<file path="config.mk">
export PLATFORM = sky130hd
export DESIGN_NAME = divider_datapath
export DESIGN_NICKNAME = d
export VERILOG_FILES = /design/src/rtl/div_pkg.sv /design/src/rtl/div_counter.sv /design/src/rtl/divider_datapath.sv
export SDC_FILE = /design/constraint.sdc
export NUM_CORES = 1
export LEC_CHECK = 0
export CAP_MARGIN = 10
export CORE_MARGIN = 2
export CORE_UTILIZATION = 55
export DETAILED_ROUTE_END_ITERATION = 7
export DONT_BUFFER_PORTS = 1
export MAX_ROUTING_LAYER = met4
export PLACE_DENSITY_LB_ADDON = 0.05
export SYNTH_ARGS = -nofsm -noshare
export SYNTH_HDL_FRONTEND = slang
export SYNTH_SLANG_ARGS = --single-unit
</file>
<file path="constraint.sdc">
create_clock -name clk -period 2.69 [get_ports clk]
set_clock_uncertainty 0.2 [all_clocks]
set_input_delay 0.538 -clock clk [delete_from_list [all_inputs] [get_ports clk]]
set_output_delay 0.538 -clock clk [all_outputs]
set_load 0.01 [all_outputs]
</file>
<file path="src/rtl/div_pkg.sv">
// Shared constants for the restoring divider: default operand width, counter
// width and the number of FSM cycles spent on each quotient bit.
package div_pkg;
    localparam int N_DEF          = 8;
    localparam int CW_DEF         = $clog2(N_DEF);
    localparam int CYCLES_PER_BIT = 2;
endpackage

</file>
<file path="src/rtl/div_counter.sv">
// Iteration counter: synchronous clear beats increment; zc flags the last bit.
module div_counter #(
    parameter int N  = 8,
    parameter int CW = $clog2(N)
) (
    input  logic          clk,
    input  logic          reset,
    input  logic          sclr,
    input  logic          en,
    output logic [CW-1:0] count,
    output logic          zc
);
    always_ff @(posedge clk or negedge reset) begin
        if (!reset) begin
            count <= '0;
        end else if (sclr) begin
            count <= '0;
        end else if (en) begin
            count <= count + CW'(1);
        end
    end

    assign zc = (count == CW'(N - 1));
endmodule

</file>
<file path="src/rtl/divider_datapath.sv">
// Datapath of the iterative restoring divider. It executes the FSM strobes and
// returns cout (R >= B) and zC (last iteration) back to the FSM.
module divider_datapath
    import div_pkg::*;
#(
    parameter int N  = N_DEF,
    parameter int CW = $clog2(N)
) (
    input  logic         clk,
    input  logic         reset,
    input  logic [N-1:0] A_in,
    input  logic [N-1:0] B_in,
    input  logic         LAB,
    input  logic         EA,
    input  logic         ER,
    input  logic         LR,
    input  logic         sclrR,
    input  logic         EC,
    input  logic         sclrC,
    input  logic         done,
    output logic         cout,
    output logic         zC,
    output logic [N-1:0] Q,
    output logic [N-1:0] Rem,
    output logic         valid,
    output logic         dbz
);
    logic [N-1:0]  a_q;
    logic [N-1:0]  b_q;
    logic [N:0]    r_q;
    logic [N:0]    diff;
    logic [CW-1:0] c_q;

    // R carries one guard bit so the shifted remainder never overflows
    // before it is compared against the divisor.
    assign diff = r_q - {1'b0, b_q};
    assign cout = (r_q >= {1'b0, b_q});

    always_ff @(posedge clk or negedge reset) begin
        if (!reset) begin
            a_q <= '0;
            b_q <= '0;
        end else if (LAB) begin
            a_q <= A_in;
            b_q <= B_in;
        end else if (EA) begin
            a_q <= {a_q[N-2:0], cout};
        end
    end

    always_ff @(posedge clk or negedge reset) begin
        if (!reset) begin
            r_q <= '0;
        end else if (sclrR) begin
            r_q <= '0;
        end else if (ER && LR) begin
            r_q <= diff;
        end else if (ER) begin
            r_q <= {r_q[N-1:0], a_q[N-1]};
        end
    end

    div_counter #(.N(N), .CW(CW)) u_counter (
        .clk   (clk),
        .reset (reset),
        .sclr  (sclrC),
        .en    (EC),
        .count (c_q),
        .zc    (zC)
    );

    // Result handshake: valid is high exactly on the cycles after done was
    // sampled high; Q/Rem/dbz are stable and meaningful only while valid=1.
    always_ff @(posedge clk or negedge reset) begin
        if (!reset) begin
            Q     <= '0;
            Rem   <= '0;
            dbz   <= 1'b0;
            valid <= 1'b0;
        end else begin
            valid <= done;
            if (done) begin
                Q   <= a_q;
                Rem <= r_q[N-1:0];
                dbz <= (b_q == '0);
            end
        end
    end
endmodule
</file>
==> impl_results.md <==
* Buffers on Ports at 0
* Initial antenna violation count at 0
* Post-Syn Nets at roughly 250
* Placer congestion estimate at approximately 0.89
* Synth Register Bits at between 40 and 50
* Vias in the first global route at around 1,700
* Setup crit start: b_q[4]
* FF/Latch Area at about 0.0012 sq mm
* WL/cell at around 18 um
* First-pass GRT wire length at 8252 um
* Final Max Slew Viols at 0
* Clk sink count at 46
* Clock Tree Buf Depth at 2
* Hold crit path type: input pin to flop
* Top post-synthesis cells by area: dfrtp_1, mux2_2, mux2i_1
* Cell area power density at 664.0 mW/mm^2
* Reg2reg setup slack at 0.41 ns
* Setup TNS at 0 ns
* Status: finished clean
* Mapped Area at ~0.0024 sq mm
* Iter 0 DRT Violations at about 130
* Rows at 23
* Slowest stage delay, CP at 0.40 ns
* Crit start category: flop
* Fmax achieved at approximately 380 MHz
* Fin util at 0.6331
* Clock Root Buffer: clkbuf_8
* Sequential area share after synthesis at 0.4891
* Hold Vio Cnt, Final at 0
* Global route total overflow at 0
* Top cell type's share of synthesized area at 0.4891
* Area grow syn2layout at 9.144%
* Main flop type after synthesis: dfrtp_1
* Synth area leader: dfrtp_1
* Die Span X at ~69 um
* Max_slew headroom at 0.7864
* Residual DRC count at 0
* Clock-pin slew on the worst setup and hold paths at about 0.09 ns
* Reg2Reg Depth at 7
* Tot GR Track Use at 0.2293
* CTS Buf Count at 5
* Crit Reg-Reg Startpoint: b_q[0]
* Vias per cell at between 6 and 7
* Nets at roughly 260
* Post-synthesis cell type count at 41
* Req. time, crit path at a little under 2 ns
* CP Data Arrival Time at between 1.5 and 2 ns
* Synth warnings at 0
* Drt first pass iters at 4
* Worst-path cell chain: inv_2 -> ha_4 -> a21o_1 -> a31o_2 -> a21oi_2 -> nor2b_1 -> or2_1
* Core area at 0.004058 sq mm
* CP delay by family, top: compound AO/OA/AOI/OAI gates
* CP endpoint kind: primary output
* N_diodes at 0
* CP max FO at 5
* Fraction of registers with async set/reset at 1.000
* Mapped Avg Cell Area at roughly 11 sq um
* Post-synth EDFFs at 0
* Crit-path slowest cell: dfrtp_1
* Final Cycle Share at 0.9821
* Buf/Inv on CP at 1
* Fillcell total at 342
* Syn Inst Count at approximately 220
* Maximum vdd drop at ~0.4 mV
* Worst slack, placed at between 0.2 and 0.3 ns
* Setup violators final at 0
* Crit. path cell count at 7
* Tmin final at 2.642 ns
* Crit path capture: cout
* Via count at 1,643
* CP Class: flop to primary output
* Worst r2r dst: r_q[6]
* Top-count cell post-synth: dfrtp_1
* LEAKAGE at about 1.2 nW
* DP HPWL at about 3500 um
* H-tree depth at 2
* Worst Slack Setup Final at about 0.048 ns
* Worst-Margin Slew at ~0.32 ns
* CTS tree: built
* Largest net degree at the start of global routing at 47
* Die Y at between 60 and 70 um
* ANT nets after route at 0
* Placed Cells at 257
* Final WL at 4983 um
* Max_cap viols at 0
* Initial core utilization at 0.5800
* Worst-Skew Late Latency at approximately 0.3 ns
* Final Non-Filler Cells at 271
* Area of the multi-input gates at about 0.0011 sq mm
* Die footprint at just under 0.005 sq mm
* Share of layout cells above drive strength 1 at 0.1946
* Most common library cells after synthesis: dfrtp_1, nand2_1, o21ai_0
* Ports at 46
==> worst reg2reg max path, delay by kind of cell, from the launching register on <==
kind                     cells  cell delay, ns
AO/OA/AOI/OAI                3            0.56
flip-flops                   1            0.42
multiplexers                 1            0.15
adder cells (fa/ha/maj)      2            0.65
AND/OR/NAND/NOR              1            0.22
==> metrics by stage <==
step / total power [W] / cell area, sq um / hold WS, ns
2_1_floorplan: 0.001103 / 2354 / 0.04241
3_3_place_gp: 0.001137 / 2349 / 0.04334
3_5_place_dp: 0.001152 / 2349 / 0.04339
4_1_cts: 0.001691 / 2519 / 0.04839
5_1_grt: 0.001803 / 2569 / 0.03012
6_report: 0.001706 / 2569 / 0.05523
==> placed cells by master (no fill, tap or decap), drive strengths merged, types with 3 or more instances in the layout <==
cell / instances
dfrtp: 46
o21ai: 20
nand2: 19
mux2: 18
nor2: 16
inv: 15
mux2i: 14
ha: 10
a211oi: 8
clkbuf: 6
buf: 5
nor4: 4
o21a: 3
nand2b: 3
xnor2: 3
a21oi: 3
==> power by group <==
part / internal, W / total [W] / switching [W]
logic: 0.000178 / 0.000347 / 0.000170
registers: 0.000767 / 0.000847 / 0.0000794
clock network: 0.000277 / 0.000511 / 0.000234
==> worst min-delay path by stage <==
stage / depth (start not counted) / from / slack (ns) / endpoint
floorplan: 0 / reset / 0.04 / Q[0]
global placement: 0 / reset / 0.04 / Rem[3]
detailed placement: 0 / reset / 0.04 / Rem[3]
CTS: 0 / done / 0.05 / valid
global route: 0 / done / 0.03 / valid
finish: 0 / done / 0.06 / valid
==> repair_timing <==
item,4_1_cts,5_1_grt
buffers inserted,1,3
hold buffers,2,0
endpoints found under the hold margin,46,0
pin swaps,1,1
setup endpoints to repair,1,1
resized for setup,2,6
==> logic make-up after synthesis <==
group | share of synthesized area
buffers and inverters | 0.05263
multiplexers | 0.1457
AO/OA/AOI/OAI | 0.1287
XOR/XNOR | 0.01861
AND/OR/NAND/NOR | 0.1037
flip-flops | 0.4891
adder cells (fa/ha/maj) | 0.06167
==> layer usage <==
metal  vias to the layer above  wire (um)  GRT usage
li1                        767          -          -
met1                       832       2145     0.2859
met2                        37       2535     0.3697
met3                         7        219    0.05959
met4                         0         83    0.06972
met5                         -          0          -
==> flip-flops by register name, summed over array words and instances (netlist names) <==
signal	flops
Q	8
a_q	8
r_q	9
u_counter.count	3
Rem	8
dbz	1
valid	1
b_q	8
==> layout make-up <==
class / instances / share of cell area
Clock buffer: 6 / 0.02825
Clock inverter: 2 / 0.01461
Multi-Input combinational cell: 146 / 0.4364
Sequential cell: 46 / 0.4481
Timing Repair Buffer: 6 / 0.02630
Tap cell: 50 / 0.02435
Inverter: 15 / 0.02192
Power figures use the tool's default switching activity.
